`config.mk`:
```
export PLATFORM = sky130hd
export DESIGN_NAME = shift_unit_iter
export DESIGN_NICKNAME = d
export VERILOG_FILES = /design/src/rtl/shift_unit_iter.sv
export SDC_FILE = /design/constraint.sdc
export NUM_CORES = 1
export LEC_CHECK = 0
export ABC_AREA = 0
export BUFFER_PORTS_ARGS = -buffer_cell sky130_fd_sc_hd__buf_2
export CAP_MARGIN = 20
export CORE_ASPECT_RATIO = 0.75
export CORE_MARGIN = 10
export CORE_UTILIZATION = 49
export DETAILED_ROUTE_END_ITERATION = 8
export PLACE_DENSITY_LB_ADDON = 0.05
export SYNTH_ARGS = -nofsm -noshare
export SYNTH_HDL_FRONTEND = slang
export SYNTH_SLANG_ARGS = --single-unit
```
`constraint.sdc`:
```
create_clock -name clock -period 2.3 [get_ports clock]
set_input_delay 0.345 -clock clock [delete_from_list [all_inputs] [get_ports clock]]
set_output_delay 0.345 -clock clock [all_outputs]
set_load 0.1 [all_outputs]
```
`src/rtl/shift_unit_iter.sv`:
```
// Iterative shift unit: loads an operand on start, shifts one bit per clock,
// and pulses done for one cycle with the result.
module shift_unit_iter #(
  parameter int WIDTH = 32,
  parameter int SHW   = 5
) (
  input  logic             clock,
  input  logic             reset_n,
  input  logic             start,
  input  logic [2:0]       op,
  input  logic [WIDTH-1:0] in_data,
  input  logic [WIDTH-1:0] in_shamt,
  output logic             busy,
  output logic             done,
  output logic [WIDTH-1:0] result,
  output logic [1:0]       dbgState
);

  // Handshake: start is sampled only in IDLE (starts while busy are dropped);
  // done is a one-cycle pulse with result valid in that same cycle.
  localparam logic [2:0] OP_SLL = 3'b001;
  localparam logic [2:0] OP_SRL = 3'b010;
  localparam logic [2:0] OP_SRA = 3'b011;
  localparam logic [2:0] OP_ROR = 3'b100;
  localparam logic [SHW-1:0] COUNT_ONE = SHW'(1);
  localparam logic [SHW-1:0] COUNT_ZERO = '0;

  typedef enum logic [1:0] {
    IDLE  = 2'd0,
    SHIFT = 2'd1,
    DONE  = 2'd2
  } state_t;

  state_t           state, stateNext;
  logic [WIDTH-1:0] resultNext;
  logic [SHW-1:0]   count, countNext;
  logic [2:0]       opReg, opNext;
  logic             unusedShamtBits;

  assign unusedShamtBits = ^in_shamt[WIDTH-1:SHW];

  function automatic logic isShiftOp(input logic [2:0] o);
    return (o == OP_SLL) || (o == OP_SRL) || (o == OP_SRA) || (o == OP_ROR);
  endfunction

  always_ff @(posedge clock or negedge reset_n) begin
    if (!reset_n) begin
      state  <= IDLE;
      result <= '0;
      count  <= '0;
      opReg  <= 3'b000;
    end else begin
      state  <= stateNext;
      result <= resultNext;
      count  <= countNext;
      opReg  <= opNext;
    end
  end

  always_comb begin
    stateNext  = state;
    resultNext = result;
    countNext  = count;
    opNext     = opReg;
    case (state)
      IDLE: begin
        if (start) begin
          resultNext = in_data;
          countNext  = in_shamt[SHW-1:0];
          opNext     = op;
          // Zero shifts and pass-through ops skip straight to the done pulse.
          if ((in_shamt[SHW-1:0] == COUNT_ZERO) || !isShiftOp(op)) begin
            stateNext = DONE;
          end else begin
            stateNext = SHIFT;
          end
        end
      end
      SHIFT: begin
        case (opReg)
          OP_SLL:  resultNext = {result[WIDTH-2:0], 1'b0};
          OP_SRL:  resultNext = {1'b0, result[WIDTH-1:1]};
          OP_SRA:  resultNext = {result[WIDTH-1], result[WIDTH-1:1]};
          OP_ROR:  resultNext = {result[0], result[WIDTH-1:1]};
          default: resultNext = result;
        endcase
        countNext = count - COUNT_ONE;
        if (count == COUNT_ONE) begin
          stateNext = DONE;
        end
      end
      DONE: begin
        stateNext = IDLE;
      end
      default: begin
        stateNext = IDLE;
      end
    endcase
  end

  assign busy     = (state != IDLE);
  assign done     = (state == DONE);
  assign dbgState = state;

endmodule
```
==> flow_summary_export.csv <==
group,metric,value,unit
timing,fin_skew,0.00943,ns
floorplanning,num_io_pins,106,
place,port_buffers,78,
grt,grt_first_pass_wirelength,13700,um
synth,synthArstFlopShare,100,%
floorplanning,die_area,8820,um2
synth,yosys-top-cells-area,"dfrtp_1 (39%), nor3_1 (11%), o32a_1 (11%), o21a_1 (8.5%), a21oi_1 (6.8%)",
clock_network,cts_tree,"yes",
synth,synth_nets,365,
synth,syn_area,2670,um2
synth,synth_area_leader_cell,"dfrtp_1",
routing,drc_errors,0,
grt,antenna_found_initial,0,
synth,netlist_instances,293,
timing,timing.final.crit_period,2.04,ns
synth,yosys.cell_types.count,37,
finish,drive_above_1_share,32.7,%
synth,yosysMostFrequentCell,"nor3_1",
setup_path,critPathMaxStageDelay,0.61,ns
grt,grt_max_degree,39,
routing,viasPerCell,5.92,
setup_path,critPathCaptureType,"register",
clock_network,cts_setup_buffers,0,
floorplanning,placeableCoreArea,5300,um2
timing,max_freq,490,MHz
setup_path,slowest_stage,"o21ai_2",
job,drv_cap,0,
clock_network,clk_path_buf_depth,2,
synth,yosys-top-cells-count,"nor3_1 (61), dfrtp_1 (42), a21oi_1 (36)",
routing,routed_wl,7850,um
timing,tightest_slew,0.883,ns
clock_network,path_clk_slew,0.08,ns
clock_network,cts_num_sinks,42,
routing,ant_nets,0,
floorplanning,placementRows,23,
routing,wl_per_cell,18.0,um
clock_network,cts-buffers-inserted,5,
synth,synth_warnings,0,
finish,syn2layout_area_growth,22.1,%
synth,synth_seq_cells,42,
setup_path,arrival,2.22,ns
timing,min_period_over_period,88.8,%
finish,nNetsFinal,432,
routing,vias,2580,
outcome,outcome,"completed",
setup_path,cp_max_fo,17,
timing,rsz0062_at_grt,"no",
timing,hold_viol,0,
setup_path,critical_path_class,"register to register",
place,place_hpwl,5440,um
setup_path,crit_buf_inv,1,
synth,yosysTopAreaCellShare,39.4,%
clock_network,cts_resized,0,
timing,drv_slew,0,
clock_network,cts_root_buf,"clkbuf_8",
clock_network,insertion_delay,0.30,ns
setup_path,path_cells,"o21ba_2 -> o21ai_2 -> a21oi_2 -> buf_4 -> o32a_1",
floorplanning,die_width,105,um
timing,setup_viol,0,
floorplanning,die_y,83.9,um
routing,drtIter0Drc,191,
grt,overflow,0,
synth,synth_edf_count,0,
finish,num_antenna_cells,0,
synth,syn_area_per_cell,9.10,um2
clock_network,hold_buffers,0,
routing,drtPass1Iterations,4,
grt,grt_usage,18.4,%
clock_network,htree_levels,2,
setup_path,cp_data_required_time,2.48,ns
timing,holdWs,0.166,ns
floorplanning,start_util,50.3,%
min_path,hp-class,"primary input to asynchronous set/reset pin",
place,gp_congestion,0.785,
timing,slew-limit-headroom,41.1,%
setup_path,start_kind,"register",
synth,yosys_most_used_dff,"dfrtp_1",
grt,grt_pass1_vias,2696,
synth,ys_seq_area_share,39.4,%
setup_path,critPathTopFamily,"compound AO/OA/AOI/OAI gates",
## registers in the layout (all words and copies together), names as in the netlist
| register | flops |
|---|---|
| result | 32 |
| count | 5 |
| opReg | 3 |
| dbgState | 2 |
## cell type report
type                       instances  area (um2)
clock buffer                       8        80.1
fill                             519        2040
inverter                           5        18.8
multi-input combinational        212        1450
sequential                        42        1050
tap                               75        93.8
timing repair buffer              94         563
## path summary, 6_finish.rpt
check / start / to / slack [ns] / cells past startpoint
worst max-delay path: opReg[0] / result[28] / 0.26 / 5
worst min-delay path: reset_n / result[18] / 0.17 / 1
worst max register to register: opReg[0] / result[28] / 0.26 / 5
worst min register to register: count[4] / count[4] / 0.51 / 1
max in group asynchronous: reset_n / dbgState[0] / 1.54 / 1
min in group clock: op[0] / opReg[0] / 0.30 / 2
## per-stage QoR
stage / instances / TNS (ns) / cell area (um2) / utilization [%] / setup WS (ns)
floorplan: 293 / -0.0899 / 2670 / - / -0.0899
global placement: 427 / 0 / 3160 / 59.7 / 0.274
detailed placement: 428 / 0 / 3170 / 59.9 / 0.271
CTS: 436 / 0 / 3250 / 61.5 / 0.245
global route: 436 / 0 / 3250 / 61.5 / 0.0493
finish: 436 / 0 / 3250 / 61.5 / 0.258
## logic make-up (layout without fill, tap and decap cells)
family	count (synthesis)	in the layout	synth area share, %
mux	5	5	2.11
xor+xnor	1	1	0.329
flops	42	42	39.4
simple gates	83	83	16.8
buf+inv	39	107	6.95
compound gates	121	121	33.4
fa+ha+maj	2	2	0.939
## cells in the final DEF, fill, tap and decap left out, types with 2 or more instances in the layout
cell      instances
mux2_2            5
nor2_1            3
dfrtp_1          41
nor3b_1           2
o22a_1            4
clkbuf_8          5
o21ai_0           6
o21a_1           30
buf_12            3
clkbuf_1          3
buf_2            75
o32a_1           30
nor3_1           61
a21oi_1          35
or2_2             2
a31oi_1           2
or3_1             2
nand3_1           3
a21oi_2           6
ha_1              2
inv_1             5
nand2b_1          3
buf_4            15
## layer usage
metal  global-route usage, %  wire length (um)  vias up
met5                       0                 0        -
met4                    4.60                70        0
met3                    4.86               538        8
met2                    27.2              3540       92
met1                    25.7              3700     1223
li1                        -                 -     1257
Power is left out: the tool's default activity adds up to more than one toggle a clock period on the data nets, which glitch-free logic cannot reach.
